File: src/rtl/mult_acc_stage_pkg.sv
// Shared defaults and state encoding for the product accumulator stage.
package mult_acc_stage_pkg;
    localparam int LAT_DEF   = 2;
    localparam int ACC_W_DEF = 40;
    localparam int CNT_W_DEF = 16;

    typedef enum logic [1:0] {
        IDLE,
        ACCUM,
        DRAIN,
        HOLD
    } acc_state_e;
endpackage

File: src/rtl/mult_acc_stage_if.sv
// Operand-qualifier and result handshake bundle between source, mult_acc_stage and consumer.
interface mult_acc_stage_if
    import mult_acc_stage_pkg::*;
#(
    parameter int ACC_W = ACC_W_DEF,
    parameter int CNT_W = CNT_W_DEF
);
    logic             op_valid;
    logic             op_last;
    logic             op_ready;
    logic [31:0]      p_in;
    logic             res_valid;
    logic             res_ready;
    logic [ACC_W-1:0] res_sum;
    logic [CNT_W-1:0] res_count;
    logic             res_ovf;

    modport master (
        output op_valid, op_last, p_in, res_ready,
        input  op_ready, res_valid, res_sum, res_count, res_ovf
    );

    modport slave (
        input  op_valid, op_last, p_in, res_ready,
        output op_ready, res_valid, res_sum, res_count, res_ovf
    );
endinterface

File: src/rtl/mult_valid_delay.sv
// LAT-stage {valid,last} shift register that tracks operands through mult_top.
module mult_valid_delay
    import mult_acc_stage_pkg::*;
#(
    parameter int LAT = LAT_DEF
) (
    input  logic clk,
    input  logic rst_n,
    input  logic in_v,
    input  logic in_l,
    output logic out_v,
    output logic out_l,
    output logic any_last
);
    logic [LAT-1:0] v_q;
    logic [LAT-1:0] l_q;

    always_ff @(posedge clk or negedge rst_n) begin
        if (!rst_n) begin
            v_q <= '0;
            l_q <= '0;
        end else begin
            v_q[0] <= in_v;
            l_q[0] <= in_l;
            for (int i = 1; i < LAT; i++) begin
                v_q[i] <= v_q[i-1];
                l_q[i] <= l_q[i-1];
            end
        end
    end

    assign out_v    = v_q[LAT-1];
    assign out_l    = l_q[LAT-1];
    assign any_last = |(v_q & l_q);
endmodule

File: src/rtl/mult_acc_stage.sv
// Accumulates mult_top products into a saturated dot-product result held in a one-entry buffer.
//
// state | meaning
// IDLE  | no partial vector, delay line empty
// ACCUM | partial vector accumulated or products in flight
// DRAIN | vector end in the delay line, operands blocked
// HOLD  | result buffered, waiting for consumer
module mult_acc_stage
    import mult_acc_stage_pkg::*;
#(
    parameter int LAT   = LAT_DEF,
    parameter int ACC_W = ACC_W_DEF,
    parameter int CNT_W = CNT_W_DEF
) (
    input  logic             clk,
    input  logic             rst_n,
    mult_acc_stage_if.slave  bus
);
    acc_state_e       state_q, state_d;
    logic             op_ready;
    logic             accept;
    logic             land_v, land_l, land_last;
    logic             any_last;

    logic [ACC_W-1:0] acc_q;
    logic [CNT_W-1:0] cnt_q;
    logic             ovf_q;
    logic [ACC_W:0]   sum_wide;
    logic             carry;
    logic [ACC_W-1:0] sum_next;
    logic [CNT_W-1:0] cnt_next;
    logic             ovf_next;

    logic             res_valid_q;
    logic [ACC_W-1:0] res_sum_q;
    logic [CNT_W-1:0] res_count_q;
    logic             res_ovf_q;

    // Only one unreported vector end may exist between acceptance and handshake.
    assign op_ready  = ((state_q == IDLE) || (state_q == ACCUM)) && !any_last && !res_valid_q;
    assign accept    = bus.op_valid && op_ready;
    assign land_last = land_v && land_l;

    mult_valid_delay #(.LAT(LAT)) u_valid_delay (
        .clk      (clk),
        .rst_n    (rst_n),
        .in_v     (accept),
        .in_l     (accept && bus.op_last),
        .out_v    (land_v),
        .out_l    (land_l),
        .any_last (any_last)
    );

    assign sum_wide = {1'b0, acc_q} + {{(ACC_W + 1 - 32){1'b0}}, bus.p_in};
    assign carry    = sum_wide[ACC_W];
    assign sum_next = carry ? {ACC_W{1'b1}} : sum_wide[ACC_W-1:0];
    assign ovf_next = ovf_q | carry;
    assign cnt_next = (&cnt_q) ? cnt_q : cnt_q + CNT_W'(1);

    always_ff @(posedge clk or negedge rst_n) begin
        if (!rst_n) begin
            state_q <= IDLE;
        end else begin
            state_q <= state_d;
        end
    end

    always_comb begin
        state_d = state_q;
        case (state_q)
            IDLE:    if (accept) state_d = bus.op_last ? DRAIN : ACCUM;
            ACCUM:   if (accept && bus.op_last) state_d = DRAIN;
            DRAIN:   if (land_last) state_d = HOLD;
            HOLD:    if (res_valid_q && bus.res_ready) state_d = IDLE;
            default: state_d = IDLE;
        endcase
    end

    always_ff @(posedge clk or negedge rst_n) begin
        if (!rst_n) begin
            acc_q       <= '0;
            cnt_q       <= '0;
            ovf_q       <= 1'b0;
            res_valid_q <= 1'b0;
            res_sum_q   <= '0;
            res_count_q <= '0;
            res_ovf_q   <= 1'b0;
        end else begin
            if (res_valid_q && bus.res_ready) begin
                res_valid_q <= 1'b0;
            end
            if (land_v) begin
                if (land_l) begin
                    res_valid_q <= 1'b1;
                    res_sum_q   <= sum_next;
                    res_count_q <= cnt_next;
                    res_ovf_q   <= ovf_next;
                    acc_q       <= '0;
                    cnt_q       <= '0;
                    ovf_q       <= 1'b0;
                end else begin
                    acc_q <= sum_next;
                    cnt_q <= cnt_next;
                    ovf_q <= ovf_next;
                end
            end
        end
    end

    assign bus.op_ready  = op_ready;
    assign bus.res_valid = res_valid_q;
    assign bus.res_sum   = res_sum_q;
    assign bus.res_count = res_count_q;
    assign bus.res_ovf   = res_ovf_q;
endmodule

File: src/flat_wrapper.sv
// flat-port wrapper written by rule: the top's interface ports become plain ports
module mult_acc_stage_flat import mult_acc_stage_pkg::*;
#(
    parameter int LAT   = LAT_DEF,
    parameter int ACC_W = ACC_W_DEF,
    parameter int CNT_W = CNT_W_DEF
)
  (clk, rst_n, bus_op_valid, bus_op_last, bus_p_in, bus_res_ready, bus_op_ready, bus_res_valid, bus_res_sum, bus_res_count, bus_res_ovf);
  mult_acc_stage_if #(.ACC_W(ACC_W), .CNT_W(CNT_W)) bus_i ();
  input  logic clk;
  input  logic rst_n;
  input wire logic [$bits(bus_i.op_valid)-1:0] bus_op_valid;
  input wire logic [$bits(bus_i.op_last)-1:0] bus_op_last;
  input wire logic [$bits(bus_i.p_in)-1:0] bus_p_in;
  input wire logic [$bits(bus_i.res_ready)-1:0] bus_res_ready;
  output wire logic [$bits(bus_i.op_ready)-1:0] bus_op_ready;
  output wire logic [$bits(bus_i.res_valid)-1:0] bus_res_valid;
  output wire logic [$bits(bus_i.res_sum)-1:0] bus_res_sum;
  output wire logic [$bits(bus_i.res_count)-1:0] bus_res_count;
  output wire logic [$bits(bus_i.res_ovf)-1:0] bus_res_ovf;
  assign bus_i.op_valid = bus_op_valid;
  assign bus_i.op_last = bus_op_last;
  assign bus_i.p_in = bus_p_in;
  assign bus_i.res_ready = bus_res_ready;
  assign bus_op_ready = bus_i.op_ready;
  assign bus_res_valid = bus_i.res_valid;
  assign bus_res_sum = bus_i.res_sum;
  assign bus_res_count = bus_i.res_count;
  assign bus_res_ovf = bus_i.res_ovf;
  mult_acc_stage #(.LAT(LAT), .ACC_W(ACC_W), .CNT_W(CNT_W)) u_core (.clk(clk), .rst_n(rst_n), .bus(bus_i));
endmodule
File: config.mk
export PLATFORM = sky130hd
export DESIGN_NAME = mult_acc_stage_flat
export DESIGN_NICKNAME = d
export VERILOG_FILES = /design/src/rtl/mult_acc_stage_pkg.sv /design/src/rtl/mult_acc_stage_if.sv /design/src/rtl/mult_valid_delay.sv /design/src/rtl/mult_acc_stage.sv /design/src/flat_wrapper.sv
export SDC_FILE = /design/constraint.sdc
export NUM_CORES = 1
export LEC_CHECK = 0
export BUFFER_PORTS_ARGS = -buffer_cell sky130_fd_sc_hd__buf_2
export CORE_MARGIN = 2
export CORE_UTILIZATION = 38
export CTS_CLUSTER_DIAMETER = 80
export CTS_CLUSTER_SIZE = 30
export DETAILED_ROUTE_END_ITERATION = 8
export PLACE_DENSITY = 0.61
export SYNTH_ARGS = -nofsm -noshare
export SYNTH_HDL_FRONTEND = slang
export SYNTH_SLANG_ARGS = --single-unit
export TNS_END_PERCENT = 50
File: constraint.sdc
create_clock -name clk -period 5.4 [get_ports clk]
set_input_delay 1.08 -clock clk [delete_from_list [all_inputs] [get_ports clk]]
set_output_delay 1.08 -clock clk [all_outputs]
set_load 0.01 [all_outputs]
==> implementation parameters, run 1 <==
Parameter                              Value

Clock network
  CTS buffer count    17
  Clock slew at the register clock pins of the worst setup and hold paths    0.06 ns
  Post-CTS Hold Buffers    0
  H-tree depth    4
  Maximum buffer depth of the clock tree    2
  Root Driver    sky130_fd_sc_hd__clkbuf_16
  Clk sinks    121
  CTS tree    done
  Setup Buffers After CTS    0
  Clk_lat worst skew    0.43 ns
  Number of resized instances in the post-cts repair step    0

Detailed routing
  Final routed wirelength across all metal layers    18100 µm
  Vias post-DR    6138
  Final routed wire length divided by cell count    16.0 µm
  Remaining DRCs    0
  Antenna-violating nets left    0
  Length of the first detailed-routing pass in iterations    8
  Detailed-route vias per instance    5.43
  DR iter-0 viols    369

Yosys
  Fraction of the yosys area taken by sequential cells    0.420
  Area of the mapped netlist    7200 µm²
  Most frequently used cell type in the post-synthesis netlist    sky130_fd_sc_hd__dfrtp_1
  EDFF count, synth    0
  Count of yosys warnings during synthesis    0
  Share of the synthesized area in the top cell type    0.420
  Main flop type after synthesis    sky130_fd_sc_hd__dfrtp_1
  Largest cells by area after synthesis    sky130_fd_sc_hd__dfrtp_1 (42%), sky130_fd_sc_hd__o21ai_0 (6.5%), sky130_fd_sc_hd__ha_1 (6.4%)
  Synthesized Nets    881
  Cells after Synth    806
  Register bit count reported by yosys    121
  Share of synthesized flip-flops with an asynchronous set or reset    1.00
  Distinct cell type count after synthesis    71
  Most frequent cells after synthesis    sky130_fd_sc_hd__dfrtp_1 (121), sky130_fd_sc_hd__nand2_1 (106), sky130_fd_sc_hd__o21ai_0 (94)
  Average cell area after synthesis    8.94 µm²
  Top cell type by total area after synthesis    sky130_fd_sc_hd__dfrtp_1

Critical path
  Arrival time at the worst endpoint    3.82 ns
  End of the worst register-to-register path    u_core.acc_q[30]
  Start of the worst register-to-register path    u_core.acc_q[0]
  Worst EP required    5.72 ns
  Startpoint type of the worst setup path    input pin
  Nature of the critical path endpoint    flip-flop
  Highest fanout seen on the critical path    36
  Worst R2R Path Depth    10
  Kind of critical path    input pin to flip-flop
  Register-to-register setup slack    2.27 ns

Global routing
  Most Crowded Layer GR    met2
  Largest net degree at the start of global routing    71
  Met3 Resource Use GR    0.0425
  Antenna violations before repair    0
  Via count of the first global-routing pass    5828
  Total track usage    0.188
  Wire length of the first global-routing pass    30100 µm
  Routing usage on met2    0.288
  Met1 capacity usage during global routing    0.268
  Overflow left after global routing    0

STA
  Unrepaired setup endpoints after global routing    no
  Count of final hold-check violations    0
  Worst hold slack    0.373 ns
  Slew at the pin with the worst max-slew slack    0.709 ns
  Minimum clock period after layout    3.51 ns
  Setup violation total in the final timing report    0
  Slew Limit Headroom    0.527
  Period Utilization, post-route    0.650
  Accumulated negative setup slack    0 ns
  Fmax    0.285 GHz
  Max-slew violation count    0
  Clock skew after layout    0.0102 ns

Power and ir drop
  Power per standard cell area    606 nW/µm²
  Comb power frac    0.485
  Static Leak    3.84 nW
  Cell-internal power    0.00293 W
  Part of the total power dissipated in sequential elements    0.282
  Switching power share of the total    0.426
  Switching power summed over all nets    0.00218 W
  VDD IR max    0.000272 V
  Power share of the clock group    0.233

Cells and area
  Final-stage net count    958
  Register area    3030 µm²
  Final antenna diode count    0
  Layout cell share with drive strength beyond 1    0.177
  Area Growth Syn to Fin    17.0%
  Area of the multi-input gates    3890 µm²
  Layout fillers    1827

Floorplanning
  Overall die height    142 µm
  Effective utilization at floorplan    0.386
  Die extent in x    142 µm
  Standard-cell rows    50
  Total Die Area    20100 µm²
  Core Region    18600 µm²
  Count of boundary I/O pins    96

Placement
  Count of buffers from port buffering    95
  Placer congestion estimate    0.883
  Placed wire-length estimate after detailed placement    12700 µm

Worst hold path
  Endpoint of the worst hold-timing path    u_core.u_valid_delay.v_q[1]
  Cells on Worst Hold Path    0
  Class of the most critical hold timing path    flip-flop to flip-flop
  Startpoint of the tightest hold check path    u_core.u_valid_delay.v_q[0]

Run status
  Status    complete, no violations

Job
  Number of max-capacitance violations reported    0
registers in the layout, summed over array words and instances, names as in the netlist:
register,flops
u_core.acc_q,40
u_core.bus.res_sum,40
u_core.bus.res_count,16
u_core.cnt_q,16
u_core.state_q,2
u_core.u_valid_delay.l_q,2
u_core.u_valid_delay.v_q,2
u_core.bus.res_ovf,1
u_core.bus.res_valid,1
u_core.ovf_q,1
stage by stage:
step	setup WS [ns]	area, µm²	total power (W)	util	std cells
final	1.89	8430	0.00511	0.452	1130
after global routing	1.69	8430	0.00554	0.452	1130
after CTS	1.83	8430	0.00514	0.452	1130
after detailed placement	1.51	7820	0.00393	0.419	1098
after global placement	1.55	7820	0.00389	0.419	1098
after floorplan	1.99	7200	0.00327	-	806
per-layer routing:
layer / up-vias / wire length [µm]
li1: 3060 / -
met1: 2917 / 9120
met2: 144 / 7960
met3: 17 / 791
met4: 0 / 182
met5: - / 0
how the worst max path moves through the flow:
stage / cells after the start / from / slack [ns] / endpoint
final: 11 / bus_p_in[0] / 1.89 / u_core.acc_q[30]
after global routing: 4 / u_core.u_valid_delay.v_q[1] / 1.69 / bus_op_ready
after CTS: 4 / u_core.u_valid_delay.v_q[1] / 1.83 / bus_op_ready
after detailed placement: 11 / bus_p_in[0] / 1.51 / u_core.acc_q[30]
after global placement: 11 / bus_p_in[0] / 1.55 / u_core.acc_q[30]
after floorplan: 10 / bus_p_in[0] / 1.99 / u_core.acc_q[30]
critical path, stage by stage:
cell	delay [ns]
sky130_fd_sc_hd__buf_2	0.10
sky130_fd_sc_hd__ha_1	0.21
sky130_fd_sc_hd__fa_1	0.42
sky130_fd_sc_hd__a211oi_1	0.39
sky130_fd_sc_hd__o211ai_1	0.22
sky130_fd_sc_hd__nand3_1	0.17
sky130_fd_sc_hd__a2111oi_4	0.11
sky130_fd_sc_hd__nor2_4	0.31
sky130_fd_sc_hd__nor2_8	0.17
sky130_fd_sc_hd__or4_1	0.50
sky130_fd_sc_hd__o2111a_1	0.12
placed cells by master, fill, tap and decap left out, types with 4 or more instances in the layout:
cell type and count:
sky130_fd_sc_hd__a211oi_1 4, sky130_fd_sc_hd__a21o_1 11, sky130_fd_sc_hd__a21oi_1 64, sky130_fd_sc_hd__a31o_2 5
sky130_fd_sc_hd__a31oi_1 11, sky130_fd_sc_hd__and2_1 4, sky130_fd_sc_hd__and3_1 8, sky130_fd_sc_hd__and4_1 4
sky130_fd_sc_hd__buf_2 94, sky130_fd_sc_hd__buf_4 8, sky130_fd_sc_hd__clkbuf_16 17, sky130_fd_sc_hd__clkinv_4 4
sky130_fd_sc_hd__dfrtp_1 121, sky130_fd_sc_hd__ha_1 37, sky130_fd_sc_hd__inv_1 20, sky130_fd_sc_hd__mux2i_1 7
sky130_fd_sc_hd__nand2_1 105, sky130_fd_sc_hd__nand2b_1 4, sky130_fd_sc_hd__nand3_1 11, sky130_fd_sc_hd__nand3b_1 4
sky130_fd_sc_hd__nand4_1 12, sky130_fd_sc_hd__nor2_1 79, sky130_fd_sc_hd__nor3_1 14, sky130_fd_sc_hd__nor4_1 9
sky130_fd_sc_hd__o211ai_1 5, sky130_fd_sc_hd__o21a_1 4, sky130_fd_sc_hd__o21ai_0 94, sky130_fd_sc_hd__o21bai_1 6
sky130_fd_sc_hd__o2bb2ai_1 22, sky130_fd_sc_hd__o31ai_1 6, sky130_fd_sc_hd__xnor2_1 27, sky130_fd_sc_hd__xor2_1 15
kinds of logic after synthesis:
family / Yosys count / share of synthesized area
xor gates and xnor gates: 42 / 0.0511
adders and majority gates: 38 / 0.0670
buffers and inverters: 65 / 0.0410
muxes: 7 / 0.00973
DFF: 121 / 0.420
and+or+nand+nor: 273 / 0.178
AOI/OAI and AO/OA: 260 / 0.233
final cells by class:
cell class                 instances  area share
clock buffer                      18      0.0521
sequential                       121       0.359
inverter                          21     0.00935
timing repair buffer             102      0.0629
tap                              234      0.0347
multi-input combinational        620       0.461
clock inverter                    14      0.0205
power by group through the flow:
stage,clock network [W],logic (W),registers (W)
after floorplan,0,0.00177,0.00150
after global placement,0,0.00244,0.00145
after detailed placement,0,0.00247,0.00146
after CTS,0.00121,0.00249,0.00144
after global routing,0.00126,0.00279,0.00149
final,0.00119,0.00248,0.00144
Note: power is estimated with default switching activity, not from simulation.
==> run 2: changes to the inputs <==
clock period = 3.3 ns   (was 5.4 ns; I/O delays follow)
==> run 2 against run 1 <==
  * Via count grew 0.57%
  * Count of clock-buffer cells in the layout shrank 1
  * Routed wire length grew 0.35%
  * Largest cell class unchanged
  * Sequential share of layout area shrank 0.66 points
==> implementation parameters, run 2 (synthesis results as in run 1) <==
Parameter                              Value

Run status
  Status    complete, no violations

Placement
  Placed wire-length estimate after detailed placement    12800 µm (about the same)
  Post-Place Cells    1115 (+1.5%)
  Setup slack at placement    0.0535 ns (-1.45 ns)
  Count of buffers from port buffering    95 (unchanged)
  Placer congestion estimate    0.890 (+0.80%)

Job
  Number of max-capacitance violations reported    0 (unchanged)

Critical path
  Worst EP required    3.61 ns (-2.11 ns)
  End of the worst register-to-register path    u_core.bus.res_sum[24]
  Critical path's most frequent cell    sky130_fd_sc_hd__a21oi_1
  Arrival time at the worst endpoint    3.23 ns (-0.59 ns)
  Register-to-register setup slack    0.37 ns (-1.90 ns)
  Kind of critical path    flip-flop to flip-flop
  Start of the worst register-to-register path    u_core.acc_q[0]
  CP max stage delay    0.42 ns (-0.08 ns)
  Highest fanout seen on the critical path    4 (-89%)
  Slowest cell on the critical path    sky130_fd_sc_hd__fa_1
  Startpoint type of the worst setup path    flip-flop
  Nature of the critical path endpoint    flip-flop
  Worst R2R Path Depth    10 (unchanged)
  Ordered list of cells on the worst path    ha_1 > fa_1 > a211oi_1 > o211ai_1 > a31oi_1 > a21oi_1 > nor2_1 > o21ai_0 > xnor2_1 > a21oi_1

Cells and area
  Filler-free cell count of the finished design    1147 (+1.5%)
  Area Growth Syn to Fin    19.2%
  Commonest non-fill, non-tap cell in the layout    sky130_fd_sc_hd__dfrtp_1
  Top library cells by usage in the layout, fill and taps aside    sky130_fd_sc_hd__dfrtp_1 (121), sky130_fd_sc_hd__nand2_1 (105), sky130_fd_sc_hd__o21ai_0 (94), sky130_fd_sc_hd__buf_2 (94), sky130_fd_sc_hd__nor2_1 (79)
  Utilization of the core after routing    0.461 (+0.00846)
  Final antenna diode count    0 (unchanged)
  Layout fillers    1858 (+1.7%)
  Layout cell share with drive strength beyond 1    0.193 (+0.0153)
  Final-stage net count    975 (+1.8%)

STA
  Slew Limit Headroom    0.524 (-0.00307)
  Max-slew violation count    0 (unchanged)
  Unrepaired setup endpoints after global routing    no
  Count of final hold-check violations    0 (unchanged)
  Setup violation total in the final timing report    0 (unchanged)
  Setup slack after layout    0.374 ns (-1.52 ns)
  Accumulated negative setup slack    0 ns (unchanged)
  Period Utilization, post-route    0.887
  Slew at the pin with the worst max-slew slack    0.714 ns (+0.00461 ns)
  Clock skew after layout    0.00931 ns (-0.000884 ns)
  Fmax    0.342 GHz
  Minimum clock period after layout    2.93 ns

Floorplanning
  Core Region    18600 µm² (unchanged)
  Overall die height    142 µm (unchanged)
  Standard-cell rows    50 (unchanged)
  Count of boundary I/O pins    96 (unchanged)
  Effective utilization at floorplan    0.386 (unchanged)
  Total Die Area    20100 µm² (unchanged)
  Die extent in x    142 µm (unchanged)

Global routing
  Overflow left after global routing    0 (unchanged)
  Wire length of the first global-routing pass    29800 µm (-1.0%)
  Antenna violations before repair    0 (unchanged)
  Largest net degree at the start of global routing    122 (+72%)
  Via count of the first global-routing pass    5851 (+0.39%)
  Total track usage    0.186 (-0.00217)

Detailed routing
  Detailed-route vias per instance    5.38 (-0.92%)
  Vias post-DR    6173 (+0.57%)
  Length of the first detailed-routing pass in iterations    5 (-3)
  DR iter-0 viols    368 (-0.27%)
  Final routed wirelength across all metal layers    18100 µm (+0.35%)
  Antenna-violating nets left    0 (unchanged)
  Final routed wire length divided by cell count    15.8 µm (-1.1%)
  Remaining DRCs    0 (unchanged)

Clock network
  CTS buffer count    17 (unchanged)
  H-tree depth    4 (unchanged)
  Clk_lat worst skew    0.43 ns (about the same)
  Clk sinks    121 (unchanged)
  CTS tree    done
  Maximum buffer depth of the clock tree    2 (unchanged)
  Root Driver    sky130_fd_sc_hd__clkbuf_16
  Clock slew at the register clock pins of the worst setup and hold paths    0.06 ns (about the same)
  Post-CTS Hold Buffers    0 (unchanged)
  Setup Buffers After CTS    0 (unchanged)
  Number of resized instances in the post-cts repair step    0 (unchanged)

Worst hold path
  Class of the most critical hold timing path    input pin to asynchronous set/reset pin

Power and ir drop
  VDD IR max    0.000411 V (+51%)
  Static Leak    3.93 nW (+2.4%)
  Power per standard cell area    990 nW/µm² (+63%)
-- run 2: cell types whose count changed in the layout (fill, tap and decap cells not counted), sizes merged --
cell	delta
clkbuf	-1
buf	+17
inv	+2
clkinv	-1
-- run 2: worst max-delay path by stage --
stage | slack [ns] | endpoint | start
final | 0.37 | u_core.bus.res_sum[24] | u_core.acc_q[0]
after global placement | 0.07 | u_core.bus.res_sum[24] | bus_p_in[0]
after floorplan | 0.31 | u_core.acc_q[30] | bus_p_in[0]
after detailed placement | 0.05 | u_core.acc_q[30] | bus_p_in[0]
after CTS | 0.39 | u_core.acc_q[30] | u_core.acc_q[0]
after global routing | 0.08 | u_core.bus.res_sum[24] | u_core.acc_q[0]
-- run 2: per-layer routing --
layer / vias up / share of wire / global-route usage
li1: 3102 / - / -
met1: 2891 / 0.51 / 0.275
met2: 149 / 0.43 / 0.270
met3: 31 / 0.041 / 0.0334
met4: 0 / 0.021 / 0.0742
met5: - / 0 / 0
-- run 2: report_power, final --
group | internal, W | switching [W]
logic | 0.00166 | 0.00249
clock network | 0.00120 | 0.000760
registers | 0.00203 | 0.000359
-- run 2: stage by stage --
step                      instance area [µm²]  total power, W  hold slack, ns
after detailed placement                 7970         0.00655           0.359
after floorplan                          7200         0.00534           0.350
after CTS                                8590         0.00855           0.366
final                                    8590         0.00850           0.283
after global placement                   7970         0.00651           0.359
after global routing                     8590         0.00920           0.356
-- run 2: area by class of cell --
type / count / area (µm²) / share of cell area
repair buffers: 119 / 683 / 0.0796
flip-flops and latches: 121 / 3030 / 0.353
inverters: 21 / 78.8 / 0.00918
clock buffers: 17 / 425 / 0.0495
clock inverters: 15 / 191 / 0.0223
multi-input cells: 620 / 3890 / 0.453
well taps: 234 / 293 / 0.0341
-- run 2: worst max-delay path, delay by kind of cell (launching register included) --
| kind | cells | cell delay, ns |
|---|---|---|
| compound gates | 6 | 1.29 |
| xor+xnor | 1 | 0.24 |
| fa+ha+maj | 2 | 0.64 |
| flops | 1 | 0.39 |
| simple gates | 1 | 0.26 |
